File: config.mk
export PLATFORM = sky130hd
export DESIGN_NAME = mmio_timer_core
export DESIGN_NICKNAME = d
export VERILOG_FILES = /design/src/rtl/timer_pkg.sv /design/src/rtl/timer_prescaler.sv /design/src/rtl/mmio_timer_core.sv
export SDC_FILE = /design/constraint.sdc
export NUM_CORES = 1
export LEC_CHECK = 0
export BUFFER_PORTS_ARGS = -buffer_cell sky130_fd_sc_hd__buf_2
export CAP_MARGIN = 10
export CELL_PAD_IN_SITES_DETAIL_PLACEMENT = 0
export CELL_PAD_IN_SITES_GLOBAL_PLACEMENT = 1
export CORE_UTILIZATION = 46
export CTS_BUF_LIST = sky130_fd_sc_hd__clkbuf_16
export DETAILED_ROUTE_END_ITERATION = 8
export PLACE_DENSITY_LB_ADDON = 0.1
export SETUP_SLACK_MARGIN = 0.02
export SYNTH_ARGS = -nofsm -noshare
export SYNTH_HDL_FRONTEND = slang
export SYNTH_SLANG_ARGS = --single-unit
export TNS_END_PERCENT = 100
File: constraint.sdc
create_clock -name clk -period 4.3 [get_ports clk]
set_clock_uncertainty 0.05 [all_clocks]
set_input_delay 0.43 -clock clk [delete_from_list [all_inputs] [get_ports clk]]
set_output_delay 0.43 -clock clk [all_outputs]
set_load 0.05 [all_outputs]
File: src/rtl/timer_pkg.sv
// Shared register map and bit positions for the MMIO timer/compare slot.
package timer_pkg;

    localparam logic [4:0] REG_CTRL     = 5'd0;
    localparam logic [4:0] REG_PRESCALE = 5'd1;
    localparam logic [4:0] REG_COMPARE  = 5'd2;
    localparam logic [4:0] REG_COUNT    = 5'd3;
    localparam logic [4:0] REG_STATUS   = 5'd4;

    localparam int CTRL_W            = 4;
    localparam int CTRL_EN           = 0;
    localparam int CTRL_PERIODIC     = 1;
    localparam int CTRL_IRQ_EN_MATCH = 2;
    localparam int CTRL_IRQ_EN_OVF   = 3;

    localparam int STAT_W     = 2;
    localparam int STAT_MATCH = 0;
    localparam int STAT_OVF   = 1;

endpackage

File: src/rtl/timer_prescaler.sv
// Prescaler: emits one tick every period+1 enabled clocks; restarts on clr or when disabled.
module timer_prescaler #(
    parameter int PRE_W = 16
) (
    input  logic             clk,
    input  logic             reset,
    input  logic             en,
    input  logic             clr,
    input  logic [PRE_W-1:0] period,
    output logic             tick
);

    logic [PRE_W-1:0] pcnt;

    // tick depends only on the current count, so a clear still lets this cycle's tick through.
    assign tick = en && (pcnt == period);

    // NOTE: sequential state uses non-blocking assignments so every register samples pre-edge values.
    always_ff @(posedge clk or posedge reset) begin
        if (reset) begin
            pcnt <= '0;
        end else if (clr || !en || tick) begin
            pcnt <= '0;
        end else begin
            pcnt <= pcnt + PRE_W'(1);
        end
    end

endmodule

File: src/rtl/mmio_timer_core.sv
// MMIO timer slot: 32-bit up-counter with prescaler, compare match, sticky flags and level irq.
module mmio_timer_core
    import timer_pkg::*;
#(
    parameter int          PRE_W         = 16,
    parameter logic [31:0] RESET_COMPARE = 32'hFFFF_FFFF
) (
    input  logic        clk,
    input  logic        reset,
    input  logic        cs,
    input  logic        read,
    input  logic        write,
    input  logic [4:0]  addr,
    input  logic [31:0] wr_data,
    output logic [31:0] rd_data,
    output logic        irq
);

    logic [CTRL_W-1:0] ctrl;
    logic [PRE_W-1:0]  prescale;
    logic [31:0]       compare;
    logic [31:0]       count;
    logic [STAT_W-1:0] status;
    logic [STAT_W-1:0] set_flags;

    logic wr_en, wr_ctrl, wr_pre, wr_cmp, wr_cnt, wr_stat;
    logic tick, pre_clr, hit, wrap, oneshot_stop;
    logic unused_read;

    assign unused_read = read;

    assign wr_en   = cs && write;
    assign wr_ctrl = wr_en && (addr == REG_CTRL);
    assign wr_pre  = wr_en && (addr == REG_PRESCALE);
    assign wr_cmp  = wr_en && (addr == REG_COMPARE);
    assign wr_cnt  = wr_en && (addr == REG_COUNT);
    assign wr_stat = wr_en && (addr == REG_STATUS);

    assign pre_clr = wr_pre || (wr_ctrl && wr_data[CTRL_EN]);

    timer_prescaler #(.PRE_W(PRE_W)) u_prescaler (
        .clk    (clk),
        .reset  (reset),
        .en     (ctrl[CTRL_EN]),
        .clr    (pre_clr),
        .period (prescale),
        .tick   (tick)
    );

    // A software COUNT load pre-empts the tick entirely, including the compare.
    assign hit          = tick && !wr_cnt && (count == compare);
    assign wrap         = tick && !wr_cnt && !hit && (count == 32'hFFFF_FFFF);
    assign oneshot_stop = hit && !ctrl[CTRL_PERIODIC];

    // NOTE: every always_comb output gets a default first so no latch is inferred.
    always_comb begin
        set_flags             = '0;
        set_flags[STAT_MATCH] = hit;
        set_flags[STAT_OVF]   = wrap;
    end

    always_ff @(posedge clk or posedge reset) begin
        if (reset) begin
            ctrl     <= '0;
            prescale <= '0;
            compare  <= RESET_COMPARE;
            count    <= '0;
            status   <= '0;
        end else begin
            if (wr_ctrl) begin
                ctrl <= wr_data[CTRL_W-1:0];
            end else if (oneshot_stop) begin
                ctrl[CTRL_EN] <= 1'b0;
            end

            if (wr_pre) prescale <= wr_data[PRE_W-1:0];
            if (wr_cmp) compare  <= wr_data;

            if (wr_cnt) begin
                count <= wr_data;
            end else if (hit) begin
                if (ctrl[CTRL_PERIODIC]) count <= '0;
            end else if (wrap) begin
                count <= '0;
            end else if (tick) begin
                count <= count + 32'd1;
            end

            // Set beats write-one-to-clear when both land on the same edge.
            status <= (wr_stat ? (status & ~wr_data[STAT_W-1:0]) : status) | set_flags;
        end
    end

    always_comb begin
        rd_data = '0;
        case (addr)
            REG_CTRL:     rd_data = 32'(ctrl);
            REG_PRESCALE: rd_data = 32'(prescale);
            REG_COMPARE:  rd_data = compare;
            REG_COUNT:    rd_data = count;
            REG_STATUS:   rd_data = 32'(status);
            default:      rd_data = '0;
        endcase
    end

    assign irq = (status[STAT_MATCH] && ctrl[CTRL_IRQ_EN_MATCH]) ||
                 (status[STAT_OVF]   && ctrl[CTRL_IRQ_EN_OVF]);

endmodule

* Word-level counts from Yosys, hierarchy flattened
Cells that the tools add are included.
** Storage, ports and cells
- Word-level logic and storage cells :: 57
- Flip-flop bits (word level) :: 102
- Output and inout bits :: 33
- Input port bits :: 42
** Operators by class
- Equality and inequality tests :: 8
- $add $sub $neg :: 2
- Reductions and logical operators :: 27
- Bitwise operators :: 3
- Multiplexer cells :: 10
** Operators with widths (number)
- $mux W32 :: 5
- $pmux W32 S5 :: 1
- $add A32 B1 Y32 const B :: 1
- $eq A32 B32 Y1 :: 1
- $eq A32 B32 Y1 const B :: 1
- $add A16 B1 Y16 const B :: 1
- $eq A16 B16 Y1 :: 1
- $mux W16 :: 1
- $logic_and A1 B1 Y1 :: 15
- $eq A5 B2 Y1 const B :: 2
- $eq A5 B1 Y1 const B :: 1
- $eq A5 B3 Y1 const B :: 1
- $logic_not A5 Y1 :: 1
- $logic_not A1 Y1 :: 4
- $logic_or A1 B1 Y1 :: 4
- $reduce_bool A4 Y1 :: 1
- $ne A3 B3 Y1 const B :: 1
- $and A2 B2 Y2 :: 1
- $mux W1 :: 2
- $mux W2 :: 1
- $not A2 Y2 :: 1
- $or A2 B2 Y2 :: 1
- $reduce_and A2 Y1 :: 1
- $reduce_bool A2 Y1 :: 1

* Logic depth before layout (Yosys ltp)
- Depth in word-level cells :: 11
- Depth in mapped cells :: 10
- Mapped depth without buffers :: 8

* By module
From an unflattened synthesis, not the netlist that was laid out.
** Unflattened totals
- Cells, all modules :: 633
- Area, all modules :: 6376.1 sq um
** Modules (own cells, without submodules)
- mmio_timer_core :: area an instance 5432.7 sq um, instances 1, cells each 534, sequential area each 2192.1 sq um
- timer_prescaler :: area an instance 943.4 sq um, instances 1, cells each 99, sequential area each 400.4 sq um

* Worst setup path before layout
Ideal clock, no wire load.
- Path type :: in2out
- Start point :: input port addr[4]
- End point :: output port rd_data[10]
- Setup slack :: 1532 ps
- Data required time :: 3820 ps
- Buffers on the path :: 1
- Stages :: 4
- Arrival :: 2288 ps
- Path through :: nor4b_2 > clkbuf_1 > nand2_1 > o21ai_0
** On the way
- Word-level cells in the longest chain between the ends :: 2
- Elaborated cells on any way between the ends :: 6
- Classes of those cells :: 4 x eq/ne; 1 x mux; 1 x reduce/logical
** RTL lines
- start: declaration :: line mmio_timer_core.sv:13 : input logic [4:0] addr,
- $eq A5 B3 Y1, or another cell as far along :: line mmio_timer_core.sv:96 : case (addr)
- $pmux W32 S5 (*) :: line mmio_timer_core.sv:96
- end: declaration :: line mmio_timer_core.sv:15 : output logic [31:0] rd_data,
Mark *: on every way between the ends. The rest lies on a longest branch, timed or not.

* Final worst setup path
- Start point :: register count[25]
- End point :: register count[3]
** On the way
- Word-level cells in the longest chain between the ends :: 8
- Elaborated cells on any way between the ends :: 12
- Classes of those cells :: 3 x eq/ne; 3 x mux; 6 x reduce/logical
** RTL lines
- start: declaration :: line mmio_timer_core.sv:22 : logic [31:0] count;
- start signal: assignment :: line mmio_timer_core.sv:80 : count <= wr_data;
- start signal: assignment :: line mmio_timer_core.sv:86 : count <= count + 32'd1;
- $eq A32 B32 Y1 :: line mmio_timer_core.sv:51 : assign hit = tick && !wr_cnt && (count == compare);
- $logic_and A1 B1 Y1 :: line mmio_timer_core.sv:51
- $logic_not A1 Y1 :: line mmio_timer_core.sv:52 : assign wrap = tick && !wr_cnt && !hit && (count == 32'hFFFF_FFFF);
- $logic_and A1 B1 Y1 (2 in series) :: line mmio_timer_core.sv:52
- $mux W32 :: line mmio_timer_core.sv:83 : end else if (wrap) begin
- $mux W32 :: line mmio_timer_core.sv:81 : end else if (hit) begin
- $mux W32 :: line mmio_timer_core.sv:79 : if (wr_cnt) begin
Parallel ways exist; a longest one is shown, timed or not.
A chain may end at the register's enable or synchronous reset.

==> results.cfg <==
[sta]
setup_ws_ps = 1170
report.final.hold_viol_count = 0
rsz0062_at_grt = false
period_minus_slack_ps = 3130
timing.fmax_ghz = 0.320
finalCritPeriodShare = 0.727
setup_viol = 0
worstMarginPinSlew_ps = 964
tns_ps = 0
finalMaxSlewViolations = 0
relSlewSlack = 0.357

[synthesis]
syn_area_per_cell_um2 = 9.50
netlist_area_mm2 = 0.00622
seq_area_frac_synth = 0.417
synth_edf_count = 0
yosys_warnings = 0
synthArstFlopShare = 1.00
synth_cell_types = 54
ys_ff_latch = 102
syn_inst = 655
syn_nets = 699
synthFlopType = dfrtp_1

[finish]
final_cell_mix = buf_2 (73), dfrtp_1 (70), nand2_1 (68)
layout_commonest_cell = buf_2
fill_cells = 1270
diodes = 0
area_growth_pct = 12.4
nets = 753
drive_gt1_frac = 0.276
final_cells = 890

[min_path]
hold_path_class = in -> async

[power]
ir_worst_vdd_uv = 243
power_density_mw_per_mm2 = 343
total_power_mw = 2.40
cellLeakagePower_nw = 3.02

[setup_path]
endpoint_kind = flip-flop
worstPathRequired_ps = 4490
crit_path_max_fanout = 31
setup.worst_path.start_class = flip-flop
worstSetupPathType = reg -> reg
cp.arrival_ps = 3320

[global_routing]
antenna_found_initial = 0
grt_overflow = 0
grt_start_max_net_pins = 73
grt_util_all_layers = 0.259
grt_pass1_wl_mm = 27.9
first_global_vias = 5025

[clock_tree]
clk_latency_ps = 350
clock_path_buffers = 2
postCtsSetupBuffers = 0
ctsHoldBuffers = 0
cts_root_buffer = clkbuf_16
h-tree-depth = 3
cts_buffers = 9
cts_tree = done
cts.clk_slew.worst_paths_ps = 70
cts.sinks = 102
post_cts_resized = 0

[place]
dp_slack_ps = 917
io_buffers = 73
gp_congestion = 0.820
hpwl_mm = 12.5
dp.cells = 874

[detailed_routing]
via_count = 5301
via_per_inst = 5.96
wl_mm = 17.7
drtIter0Drc = 484
wl_per_cell_um = 19.8
drtAntennaViolNets = 0
firstDrtPassIters = 6
drc = 0

[floorplan]
core_area_mm2 = 0.0132
ios = 75
die_x_um = 118
initial_utilization = 0.470
row_count = 42
die_area_mm2 = 0.0140
die_h_um = 118

[flow_run]
maxCapViolCount = 0

[outcome]
status = complete, no violations
-- metrics by stage --
stage	area [µm²]	hold WS, ps	utilization
after floorplan	6220	424	-
after detailed placement	6710	454	0.507
final	6990	229	0.528
after global placement	6710	442	0.507
after CTS	6990	236	0.528
after global routing	6990	250	0.528
-- cell usage after synthesis, types with 5 or more instances --
cell type | count | area [µm²]
o211ai_1 | 8 | 60.1
mux2_2 | 50 | 563
clkbuf_1 | 26 | 97.6
xor2_1 | 48 | 420
nand4_1 | 17 | 106
dfrtp_1 | 70 | 1750
nor2_1 | 42 | 158
or3_1 | 11 | 68.8
mux2i_1 | 10 | 100
o22ai_1 | 6 | 37.5
buf_2 | 7 | 35.0
a21oi_1 | 18 | 90.1
nor3_1 | 10 | 50.1
inv_1 | 16 | 60.1
nand2_1 | 68 | 255
nor4_1 | 15 | 93.8
dfstp_2 | 32 | 841
a21o_1 | 5 | 37.5
o21ai_0 | 34 | 170
a22oi_1 | 23 | 173
xnor2_1 | 10 | 87.6
a22o_1 | 30 | 263
nand3_1 | 42 | 210
-- where the power goes --
group | switching, mW | internal, mW
registers | 0.108 | 1.08
clock network | 0.364 | 0.443
logic | 0.236 | 0.172
-- registers in the layout, summed over array words and instances (netlist names) --
register	flops
compare	32
count	32
prescale	16
u_prescaler.pcnt	16
ctrl	4
status	2
-- final timing paths --
| check | cells past startpoint | startpoint | slack [ps] | to |
|---|---|---|---|---|
| setup / recovery | 8 | count[25]$_DFFE_PP0P_ | 1170 | count[3]$_DFFE_PP0P_ |
| hold / removal | 2 | reset | 230 | count[18]$_DFFE_PP0P_ |
| setup reg to reg | 8 | count[25]$_DFFE_PP0P_ | 1170 | count[3]$_DFFE_PP0P_ |
| hold reg to reg | 2 | compare[1]$_DFFE_PP1P_ | 460 | compare[1]$_DFFE_PP1P_ |
| max in group asynchronous | 3 | reset | 2970 | compare[25]$_DFFE_PP1P_ |
| min in group clk | 3 | wr_data[26] | 240 | count[26]$_DFFE_PP0P_ |
-- critical path: stages (launching register included) --
cell,delay [ps]
dfrtp_1,480
xor2_1,220
nor4_1,500
nand4_1,180
nor2_1,530
o2bb2ai_2,290
buf_4,330
a21o_1,200
a22o_1,220
-- cell families (layout without fill, tap and decap cells) --
| logic type | Yosys count | in the layout | share of synthesized area |
|---|---|---|---|
| adders and majority gates | 2 | 2 | 0.00402 |
| and+or+nand+nor | 236 | 236 | 0.190 |
| AOI/OAI and AO/OA | 138 | 138 | 0.157 |
| buffers and inverters | 59 | 118 | 0.0442 |
| muxes | 60 | 60 | 0.107 |
| xor gates and xnor gates | 58 | 58 | 0.0816 |
| DFF | 102 | 102 | 0.417 |
-- routing by layer --
layer | vias to the layer above | part of all wire | wire length [µm] | track usage
met5 | - | 0 | 0 | 0
met4 | 0 | 0.0072 | 128 | 0.0553
met3 | 10 | 0.051 | 894 | 0.0521
met2 | 152 | 0.48 | 8500 | 0.413
met1 | 2654 | 0.46 | 8130 | 0.363
li1 | 2485 | - | - | -
-- area by class of cell --
cell class,count,area (µm²),area share
Multi-Input combinational cell,494,3370,0.482
Clock buffer,9,225,0.0322
Sequential cell,102,2590,0.371
Timing Repair Buffer,86,463,0.0662
Inverter,16,62.6,0.00894
Clock inverter,7,57.6,0.00823
Tap cell,176,220,0.0315
Power figures use the tool's default switching activity.
